--- src/rtl/board_pkg.sv ---
// -----------------------------------------------------------------------------
// board_pkg
// Shared board-level definitions for the push-button conditioning logic.
//   CLK_HZ_DEFAULT : nominal sys_clk frequency in Hz
//   btn_state_t    : per-channel debounce FSM state
//   ms_to_cyc()    : converts a duration in milliseconds to sys_clk cycles
// -----------------------------------------------------------------------------
package board_pkg;

    localparam int CLK_HZ_DEFAULT = 27_000_000;

    typedef enum logic [1:0] {
        RELEASED     = 2'd0,
        PRESS_WAIT   = 2'd1,
        PRESSED      = 2'd2,
        RELEASE_WAIT = 2'd3
    } btn_state_t;

    // Divide first so that large clock rates times long durations stay in 32 bits.
    function automatic int ms_to_cyc(input int clk_hz, input int ms);
        return (clk_hz / 1000) * ms;
    endfunction

endpackage

--- src/rtl/btn_debounce_ch.sv ---
// -----------------------------------------------------------------------------
// btn_debounce_ch
// One push-button channel: 2-flop synchroniser, debounce FSM, hold counter for
// long-press detection and (with BTN_AUTOREPEAT_EN defined) an auto-repeat
// counter that re-issues press pulses while the button stays held.
// Parameters:
//   DB_CYC   : consecutive stable samples needed to accept a level change (>= 2)
//   LONG_CYC : cycles held in PRESSED before btn_long fires
//   RPT_CYC  : auto-repeat period (only with BTN_AUTOREPEAT_EN)
// Ports:
//   sys_clk     in  : system clock
//   sys_rst     in  : synchronous reset, active-high
//   btn_n_in    in  : raw active-low pin, asynchronous to sys_clk
//   btn_level_n out : debounced level, active-low
//   btn_press   out : 1-cycle pulse on accepted press (and on auto-repeat)
//   btn_release out : 1-cycle pulse on accepted release
//   btn_long    out : 1-cycle pulse once per press after LONG_CYC of holding
// -----------------------------------------------------------------------------
module btn_debounce_ch
    import board_pkg::*;
#(
    parameter int DB_CYC   = 4,
    parameter int LONG_CYC = 10
`ifdef BTN_AUTOREPEAT_EN
    ,
    parameter int RPT_CYC  = 3
`endif
) (
    input  logic sys_clk,
    input  logic sys_rst,
    input  logic btn_n_in,
    output logic btn_level_n,
    output logic btn_press,
    output logic btn_release,
    output logic btn_long
);

    localparam int DB_W   = $clog2(DB_CYC) + 1;
    localparam int HOLD_W = $clog2(LONG_CYC) + 1;

    localparam logic [DB_W-1:0]   DB_ZERO   = {DB_W{1'b0}};
    localparam logic [DB_W-1:0]   DB_ONE    = {{(DB_W-1){1'b0}}, 1'b1};
    localparam logic [DB_W-1:0]   DB_LAST   = DB_W'(DB_CYC - 1);
    localparam logic [HOLD_W-1:0] HOLD_ZERO = {HOLD_W{1'b0}};
    localparam logic [HOLD_W-1:0] HOLD_ONE  = {{(HOLD_W-1){1'b0}}, 1'b1};
    localparam logic [HOLD_W-1:0] HOLD_LAST = HOLD_W'(LONG_CYC - 1);
    localparam logic [HOLD_W-1:0] HOLD_MAX  = HOLD_W'(LONG_CYC);

`ifdef BTN_AUTOREPEAT_EN
    localparam int RPT_W = $clog2(RPT_CYC) + 1;
    localparam logic [RPT_W-1:0] RPT_ZERO = {RPT_W{1'b0}};
    localparam logic [RPT_W-1:0] RPT_ONE  = {{(RPT_W-1){1'b0}}, 1'b1};
    localparam logic [RPT_W-1:0] RPT_LAST = RPT_W'(RPT_CYC - 1);

    logic [RPT_W-1:0] rpt_cnt_r;
`endif

    logic              sync1_r;
    logic              sync2_r;
    btn_state_t        state_r;
    logic [DB_W-1:0]   db_cnt_r;
    logic [HOLD_W-1:0] hold_cnt_r;
    logic              level_n_r;
    logic              press_r;
    logic              release_r;
    logic              long_r;

    // Two-flop synchroniser; resets to the released (high) level.
    always_ff @(posedge sys_clk) begin
        if (sys_rst) begin
            sync1_r <= 1'b1;
            sync2_r <= 1'b1;
        end else begin
            sync1_r <= btn_n_in;
            sync2_r <= sync1_r;
        end
    end

    // Debounce FSM with hold/repeat counters and registered event pulses.
    always_ff @(posedge sys_clk) begin
        if (sys_rst) begin
            state_r    <= RELEASED;
            db_cnt_r   <= DB_ZERO;
            hold_cnt_r <= HOLD_ZERO;
            level_n_r  <= 1'b1;
            press_r    <= 1'b0;
            release_r  <= 1'b0;
            long_r     <= 1'b0;
`ifdef BTN_AUTOREPEAT_EN
            rpt_cnt_r  <= RPT_ZERO;
`endif
        end else begin
            press_r   <= 1'b0;
            release_r <= 1'b0;
            long_r    <= 1'b0;
            case (state_r)
                RELEASED: begin
                    if (!sync2_r) begin
                        state_r  <= PRESS_WAIT;
                        db_cnt_r <= DB_ONE;
                    end else begin
                        db_cnt_r <= DB_ZERO;
                    end
                end
                PRESS_WAIT: begin
                    if (sync2_r) begin
                        state_r  <= RELEASED;
                        db_cnt_r <= DB_ZERO;
                    end else if (db_cnt_r == DB_LAST) begin
                        state_r    <= PRESSED;
                        db_cnt_r   <= DB_ZERO;
                        hold_cnt_r <= HOLD_ZERO;
                        level_n_r  <= 1'b0;
                        press_r    <= 1'b1;
`ifdef BTN_AUTOREPEAT_EN
                        rpt_cnt_r  <= RPT_ZERO;
`endif
                    end else begin
                        db_cnt_r <= db_cnt_r + DB_ONE;
                    end
                end
                PRESSED: begin
                    if (sync2_r) begin
                        state_r  <= RELEASE_WAIT;
                        db_cnt_r <= DB_ONE;
                    end else begin
                        // hold_cnt saturates at LONG_CYC, so equality with
                        // LONG_CYC-1 is seen only once per press.
                        if (hold_cnt_r == HOLD_LAST) begin
                            long_r <= 1'b1;
                        end else begin
                            long_r <= 1'b0;
                        end
                        if (hold_cnt_r != HOLD_MAX) begin
                            hold_cnt_r <= hold_cnt_r + HOLD_ONE;
                        end else begin
                            hold_cnt_r <= hold_cnt_r;
                        end
`ifdef BTN_AUTOREPEAT_EN
                        // Saturated hold count means btn_long has already fired.
                        if (hold_cnt_r == HOLD_MAX) begin
                            if (rpt_cnt_r == RPT_LAST) begin
                                press_r   <= 1'b1;
                                rpt_cnt_r <= RPT_ZERO;
                            end else begin
                                rpt_cnt_r <= rpt_cnt_r + RPT_ONE;
                            end
                        end else begin
                            rpt_cnt_r <= rpt_cnt_r;
                        end
`endif
                    end
                end
                RELEASE_WAIT: begin
                    // hold_cnt (and rpt_cnt) are kept, so a release bounce
                    // neither re-arms btn_long nor restarts the repeat phase.
                    if (!sync2_r) begin
                        state_r  <= PRESSED;
                        db_cnt_r <= DB_ZERO;
                    end else if (db_cnt_r == DB_LAST) begin
                        state_r   <= RELEASED;
                        db_cnt_r  <= DB_ZERO;
                        level_n_r <= 1'b1;
                        release_r <= 1'b1;
`ifdef BTN_AUTOREPEAT_EN
                        rpt_cnt_r <= RPT_ZERO;
`endif
                    end else begin
                        db_cnt_r <= db_cnt_r + DB_ONE;
                    end
                end
                default: begin
                    state_r   <= RELEASED;
                    db_cnt_r  <= DB_ZERO;
                    level_n_r <= 1'b1;
                end
            endcase
        end
    end

    assign btn_level_n = level_n_r;
    assign btn_press   = press_r;
    assign btn_release = release_r;
    assign btn_long    = long_r;

endmodule

--- src/rtl/btn_debounce.sv ---
// -----------------------------------------------------------------------------
// btn_debounce
// Push-button conditioning: synchronises, debounces and edge-detects NUM_BTN
// raw active-low pins, with per-button long-press detection. Define
// BTN_AUTOREPEAT_EN to make btn_press repeat every REPEAT_MS after btn_long
// while the button stays held.
// Ports:
//   sys_clk     in  1       : system clock (single domain)
//   sys_rst     in  1       : synchronous reset, active-high
//   btn_n_in    in  NUM_BTN : raw active-low pins, asynchronous
//   btn_level_n out NUM_BTN : debounced level, active-low (0 = pressed)
//   btn_press   out NUM_BTN : 1-cycle pulse on accepted press
//   btn_release out NUM_BTN : 1-cycle pulse on accepted release
//   btn_long    out NUM_BTN : 1-cycle pulse after LONG_MS of holding
// -----------------------------------------------------------------------------
module btn_debounce
    import board_pkg::*;
#(
    parameter int NUM_BTN     = 2,
    parameter int CLK_HZ      = CLK_HZ_DEFAULT,
    parameter int DEBOUNCE_MS = 20,
    parameter int LONG_MS     = 1000,
    parameter int REPEAT_MS   = 200
) (
    input  logic               sys_clk,
    input  logic               sys_rst,
    input  logic [NUM_BTN-1:0] btn_n_in,
    output logic [NUM_BTN-1:0] btn_level_n,
    output logic [NUM_BTN-1:0] btn_press,
    output logic [NUM_BTN-1:0] btn_release,
    output logic [NUM_BTN-1:0] btn_long
);

    localparam int DB_CYC   = ms_to_cyc(CLK_HZ, DEBOUNCE_MS);
    localparam int LONG_CYC = ms_to_cyc(CLK_HZ, LONG_MS);
`ifdef BTN_AUTOREPEAT_EN
    localparam int RPT_CYC  = ms_to_cyc(CLK_HZ, REPEAT_MS);
`endif

    for (genvar g = 0; g < NUM_BTN; g++) begin : g_ch
        btn_debounce_ch #(
            .DB_CYC   (DB_CYC),
            .LONG_CYC (LONG_CYC)
`ifdef BTN_AUTOREPEAT_EN
            ,
            .RPT_CYC  (RPT_CYC)
`endif
        ) u_ch (
            .sys_clk     (sys_clk),
            .sys_rst     (sys_rst),
            .btn_n_in    (btn_n_in[g]),
            .btn_level_n (btn_level_n[g]),
            .btn_press   (btn_press[g]),
            .btn_release (btn_release[g]),
            .btn_long    (btn_long[g])
        );
    end

endmodule

--- config.mk ---
export PLATFORM = sky130hd
export DESIGN_NAME = btn_debounce
export DESIGN_NICKNAME = d
export VERILOG_FILES = /design/src/rtl/board_pkg.sv /design/src/rtl/btn_debounce_ch.sv /design/src/rtl/btn_debounce.sv
export SDC_FILE = /design/constraint.sdc
export NUM_CORES = 1
export LEC_CHECK = 0
export ABC_AREA = 1
export ABC_CLOCK_PERIOD_IN_PS = 1700
export CAP_MARGIN = 15
export CORE_MARGIN = 4
export CORE_UTILIZATION = 47
export CTS_BUF_LIST = sky130_fd_sc_hd__clkbuf_4
export DETAILED_ROUTE_END_ITERATION = 6
export GPL_ROUTABILITY_DRIVEN = 0
export GPL_TIMING_DRIVEN = 0
export PLACE_DENSITY = 0.65
export SETUP_SLACK_MARGIN = 0.3
export SLEW_MARGIN = 20
export SYNTH_ARGS = -nofsm -noshare
export SYNTH_HDL_FRONTEND = slang
export SYNTH_SLANG_ARGS = --single-unit
--- constraint.sdc ---
create_clock -name sys_clk -period 1.7 [get_ports sys_clk]
set_input_delay 0.34 -clock sys_clk [delete_from_list [all_inputs] [get_ports sys_clk]]
set_output_delay 0.34 -clock sys_clk [all_outputs]
set_load 0.02 [all_outputs]
# Word-level counts from Yosys, hierarchy flattened
# Index checks and enable logic that the tools add are counted.
word_totals:
  wordCells: 130
  ff_bits: 110
  out_inout_bits: 8
op_classes:
  eq_ne: 32
  bitwise_logic: 8
  mux: 50
  n_reduce_logical: 18
  addsub: 4
op_table:
  columns: ["cell", "n"]
  rows:
  - ["26-bit two-way mux", 8]
  - ["21-bit two-way mux", 8]
  - ["21-bit case mux with 4 select lines", 2]
  - ["26-bit case mux with 2 select lines", 2]
  - ["26-bit by 1-bit adder with 26-bit output (second input constant)", 2]
  - ["26-bit by 25-bit == test with 1-bit output (second input constant)", 2]
  - ["26-bit by 25-bit inequality test with 1-bit output (second input constant)", 2]
  - ["21-bit by 1-bit adder with 21-bit output (second input constant)", 2]
  - ["21-bit by 20-bit == test with 1-bit output (second input constant)", 2]
  - ["2-bit two-way mux", 12]
  - ["2-bit by 1-bit inequality test with 1-bit output (second input constant)", 10]
  - ["5-bit AND reduction", 4]
  - ["3-bit OR reduction", 6]
  - ["2-bit case mux with 4 select lines", 2]
  - ["1-bit two-way mux", 14]
  - ["2-bit inequality test (second input constant)", 6]
  - ["2-bit == test (second input constant)", 4]
  - ["1-bit NOT", 8]
  - ["4-bit AND reduction", 2]
  - ["2-bit nonzero test", 4]
  - ["3-bit by 1-bit inequality test with 1-bit output (second input constant)", 2]
  - ["3-bit inequality test (second input constant)", 2]
  - ["2-bit by 1-bit == test with 1-bit output (second input constant)", 2]
  - ["2-bit zero test", 2]
  - ["1-bit case mux with 2 select lines", 2]

# Logic depth before layout (Yosys ltp)
depth:
  ltp_word: 4
  ltp_mapped: 13
  depth_no_buf: 13

# Hierarchy
# From an unflattened synthesis, not the netlist that was laid out.
hier_totals:
  hier_cells: 1072
  area_unflattened_um2: 6941.7
by_module_without_submodules:
  columns: ["module", "area_each_um2", "cells_each", "seq_area_each_um2", "instances"]
  rows:
  - ["btn_debounce_ch at g_ch[0].u_ch", 3488.3, 532, 1101.1, 1]
  - ["btn_debounce_ch at g_ch[1].u_ch", 3453.3, 540, 1101.1, 1]

# Least setup slack after synthesis
# No wires, ideal clock.
synth_timing:
  path_kind: "reg2reg"
  startpoint: "register g_ch[1].u_ch.state_r[0]"
  endpoint: "register g_ch[1].u_ch.db_cnt_r[7]"
  arrival_ns: 1.686
  n_path_buf: 1
  setup_slack_ns: -0.055
  setup_time_ns: 0.070
  period_less_slack_ns: 1.755
  stages_incl_launch_ff: 11
  path_cell_list: "dfxtp_1 inv_1 ha_1 inv_2 nor2_1 nor2_1 nand3_1 inv_1 buf_4 o21ai_0 a21oi_1"
synth_via:
  elab_chain_len: 2
synth_rtl:
  columns: ["element", "line", "text"]
  rows:
  - ["from (decl)", "btn_debounce_ch.sv:60", "btn_state_t state_r;"]
  - ["from (signal assigned)", "btn_debounce_ch.sv:82", "state_r <= RELEASED;"]
  - ["from (signal assigned)", "btn_debounce_ch.sv:99", "state_r <= PRESS_WAIT;"]
  - ["from (signal assigned)", "btn_debounce_ch.sv:107", "state_r <= RELEASED;"]
  - ["2-bit == test, or another cell as far along", "btn_debounce_ch.sv:96", "case (state_r)"]
  - ["21-bit case mux with 4 select lines / 2-bit by 1-bit inequality test with 1-bit output (equally long branches)", null, null]
  - ["to (signal assigned)", "btn_debounce_ch.sv:119", "db_cnt_r <= db_cnt_r + DB_ONE;"]
  - ["to (signal assigned)", "btn_debounce_ch.sv:169", "db_cnt_r <= db_cnt_r + DB_ONE;"]
  - ["to (decl)", "btn_debounce_ch.sv:61", "logic [DB_W-1:0] db_cnt_r;"]
# Parallel ways exist; a longest one is shown, timed or not.
# A chain may end at the register's enable or synchronous reset.

# Worst setup path in the final report
layout_timing:
  startpoint: "register g_ch[1].u_ch.db_cnt_r[0]"
  endpoint: "register g_ch[1].u_ch.hold_cnt_r[6]"
layout_via:
  elab_chain_len: 3
layout_rtl:
  columns: ["element", "line", "text"]
  rows:
  - ["21-bit by 20-bit == test with 1-bit output", "btn_debounce_ch.sv:109", "end else if (db_cnt_r == DB_LAST) begin"]
  - ["2-bit by 1-bit inequality test with 1-bit output (no source line)", null, null]
  - ["5-bit AND reduction (no source line)", null, null]
  - ["to (signal assigned)", "btn_debounce_ch.sv:135", "hold_cnt_r <= hold_cnt_r + HOLD_ONE;"]
  - ["to (signal assigned)", "btn_debounce_ch.sv:137", "hold_cnt_r <= hold_cnt_r;"]
  - ["to (decl)", "btn_debounce_ch.sv:62", "logic [HOLD_W-1:0] hold_cnt_r;"]
# Every way passes these cells.

==> impl_metrics.json <==
{
  "grt_pass1_wl_microns": 33900,
  "crit_slowest_cell": "dfxtp_4",
  "drt_iter0_markers": 567,
  "synth_top_cell_by_area": "dfxtp_1",
  "ctsHoldBuffers": 0,
  "dieArea_sq_um": 16900,
  "start_kind": "flip-flop",
  "wire_per_inst_microns": 14.9,
  "netlist_instances": 1141,
  "drc_errors": 0,
  "antenna_found_initial": 0,
  "finClkSkew_ns": 0.0227,
  "rrSetupSlack_ns": -0.08,
  "drtPass1Iterations": 5,
  "grt_max_degree": 18,
  "vias_per_cell": 5.36,
  "cp-end-kind": "flip-flop",
  "io_pins": 12,
  "r2r_start": "g_ch[1].u_ch.db_cnt_r[0]",
  "rows": 44,
  "yosys-top-cells-count": "nand2_1 (346), nor2_1 (214), dfxtp_1 (110)",
  "reg2reg_depth": 13,
  "io_buffers": 11,
  "num_antenna_cells": 0,
  "violations": "setup timing",
  "fin_util_pct": 70.1,
  "ys_seq_elements": 110,
  "globalRouteOverflowTotal": 0,
  "grt_usage_pct": 24.9,
  "cp_cell_sequence": "ha_4, nand2_4, inv_4, nand2_4, nor2_4, nand3_2, nand2_2, nand3_4, nor2_4, buf_12, buf_8, nand2_2, a21oi_1",
  "placed_cell_area_sq_um": 7640,
  "timing.final.ws_setup_ns": -0.0820,
  "r2r-end": "g_ch[1].u_ch.hold_cnt_r[6]",
  "numCtsBuffers": 9,
  "crit_type": "flip-flop to flip-flop",
  "path_clk_slew_ns": 0.18,
  "cts_sinks": 110,
  "maxSlewViolCount": 0,
  "maxCapViolCount": 0,
  "drive_gt1_share_pct": 41.5,
  "via_count": 7823,
  "syn2layout_area_growth_pct": 45.6,
  "hold_class": "input pin to flip-flop",
  "p_leak_uw": 0.00359,
  "final_area_sq_um": 10200,
  "wirelength_microns": 21800,
  "clock_latency_ns": 0.52,
  "cts_tree": "done",
  "die-width_microns": 130,
  "synth_edf_count": 0,
  "core_area_sq_um": 14500,
  "synth_ff_type": "dfxtp_1",
  "hold_viol": 0,
  "seq_area_frac_synth_pct": 31.5,
  "required_ns": 2.14,
  "status": "complete, but fails checks",
  "synth.most_common_cell": "nand2_1",
  "worstPathMaxFanout": 5,
  "synth.top_cell.area_share_pct": 31.5,
  "cts.path.max_buffers": 2,
  "post-dp-hpwl_microns": 13700,
  "cp_data_arrival_time_ns": 2.22,
  "setup_viol": 55,
  "critPathMaxStageDelay_ns": 0.40,
  "ant_nets": 0,
  "final_nets": 1286,
  "hp-start": "btn_n_in[0]",
  "rsz0062_at_grt": "yes",
  "setup-tns-final_ns": -1.64,
  "power.density_nw_per_um2": 476,
  "synth_area_leaders": "dfxtp_1 (31%), nand2_1 (19%), nor2_1 (11%)",
  "syn_avg_cell_area_sq_um": 6.13,
  "worstMarginPinSlew_ns": 0.754,
  "holdWs_ns": 0.418,
  "grt_pass1_vias": 7013,
  "initial_utilization_pct": 48.1,
  "die_height_microns": 130,
  "period_share_pct": 105,
  "clock.fmax_mhz": 561,
  "fin_crit_ns": 1.78,
  "synth_warnings": 0,
  "worstHoldEndpoint": "g_ch[0].u_ch.sync1_r",
  "whs_path_depth": 2,
  "final.fill_count": 1178,
  "synthArstFlopShare_pct": 0,
  "syn_nets": 1156,
  "netlist_area_sq_um": 7000,
  "root_buffer": "clkbuf_4",
  "relSlewSlack_pct": 49.7,
  "h-tree-depth": 3,
  "power_uw": 4850,
  "netlist-cell-type-count": 43,
  "peakVddDrop_mv": 0.629
}
-- final cells by class --
class / instances / area, sq um / area share [%]
multi-input combinational: 884 / 5360 / 52.6
sequential: 110 / 2350 / 23.1
timing repair buffer: 119 / 1230 / 12.1
inverter: 106 / 440 / 4.32
buffer: 41 / 408 / 4.01
tap: 184 / 230 / 2.26
clock inverter: 6 / 86.3 / 0.848
clock buffer: 10 / 75.1 / 0.737
-- per-layer routing --
metal  wire [microns]  track usage (%)
met5                0                0
met4              561             6.78
met1             9380             32.1
met3             1200             4.83
met2            10700             42.7
-- per-stage QoR --
stage               cells  setup WS (ns)
floorplan            1141          0.153
global placement     1336         -0.415
detailed placement   1336         -0.417
CTS                  1427        -0.0186
global route         1460         -0.160
finish               1460        -0.0820
-- critical path: cells and delay by family, from the launching register on --
family | cells | cell delay (ns)
buf+inv | 3 | 0.33
simple gates | 8 | 0.70
fa+ha+maj | 1 | 0.15
compound gates | 1 | 0.15
flops | 1 | 0.40
-- worst max path at each step --
stage               depth (start not counted)                          end  slack (ns)                      from
finish                                     13   g_ch[1].u_ch.hold_cnt_r[6]       -0.08  g_ch[1].u_ch.db_cnt_r[0]
floorplan                                  10   g_ch[0].u_ch.hold_cnt_r[1]        0.15  g_ch[0].u_ch.db_cnt_r[1]
detailed placement                          4                    flip-flop       -0.42                   sys_rst
global route                               13  g_ch[1].u_ch.hold_cnt_r[12]       -0.16  g_ch[1].u_ch.db_cnt_r[0]
global placement                            4    g_ch[0].u_ch.db_cnt_r[16]       -0.42                   sys_rst
CTS                                        10   g_ch[0].u_ch.hold_cnt_r[9]       -0.02  g_ch[0].u_ch.db_cnt_r[0]
-- power breakdown --
group	internal (uW)	total, uW	switching, uW
clock	610	1570	961
sequential	2570	2600	29.7
combinational	310	676	367
total	3490	4850	1360
-- registers in the layout, summed over array words and instances, names as in the netlist, named ones only --
signal,flops
g_ch.u_ch.btn_level_n,2
g_ch.u_ch.sync2_r,2
g_ch.u_ch.sync1_r,2
g_ch.u_ch.btn_press,2
g_ch.u_ch.state_r,2
g_ch.u_ch.btn_long,2
g_ch.u_ch.hold_cnt_r,52
g_ch.u_ch.btn_release,2
g_ch.u_ch.db_cnt_r,42
-- placed cells by master (no fill, tap or decap), drive strengths merged --
master,synthesis,final
o21ai,27,27
buf,27,138
nand2,348,348
clkinv,0,3
o211ai,2,2
a31oi,1,1
a22oi,3,3
nor2,223,223
or2,7,7
xnor2,11,11
a21o,2,2
nor4,3,3
inv,106,106
nor3b,3,3
o22ai,1,1
clkdlybuf4s50,0,3
clkinvlp,0,1
a31o,1,1
clkbuf,14,29
nor3,26,26
dfxtp,110,110
xor2,19,19
a21oi,82,82
o21bai,2,2
nand3,88,88
ha,11,11
nand3b,3,3
bufinv,0,2
nand4,17,17
and3,1,1
o31ai,1,1
and2,2,2
-- cell families after synthesis --
family | count (synthesis) | share of synthesized area (%)
AO/OA/AOI/OAI | 122 | 9.77
XOR/XNOR | 30 | 3.76
adder cells (fa/ha/maj) | 11 | 1.97
buffers and inverters | 147 | 9.35
flip-flops | 110 | 31.5
AND/OR/NAND/NOR | 721 | 43.7
-- timing repair --
action                                 4_1_cts  5_1_grt
setup endpoints to repair                  116      114
gates cloned                                 7        6
buffers inserted                            68       27
pin swaps                                   62       71
gates resized for setup                    296      181
endpoints found under the hold margin        0        0
No activity file was read; power rests on OpenSTA's default activity.
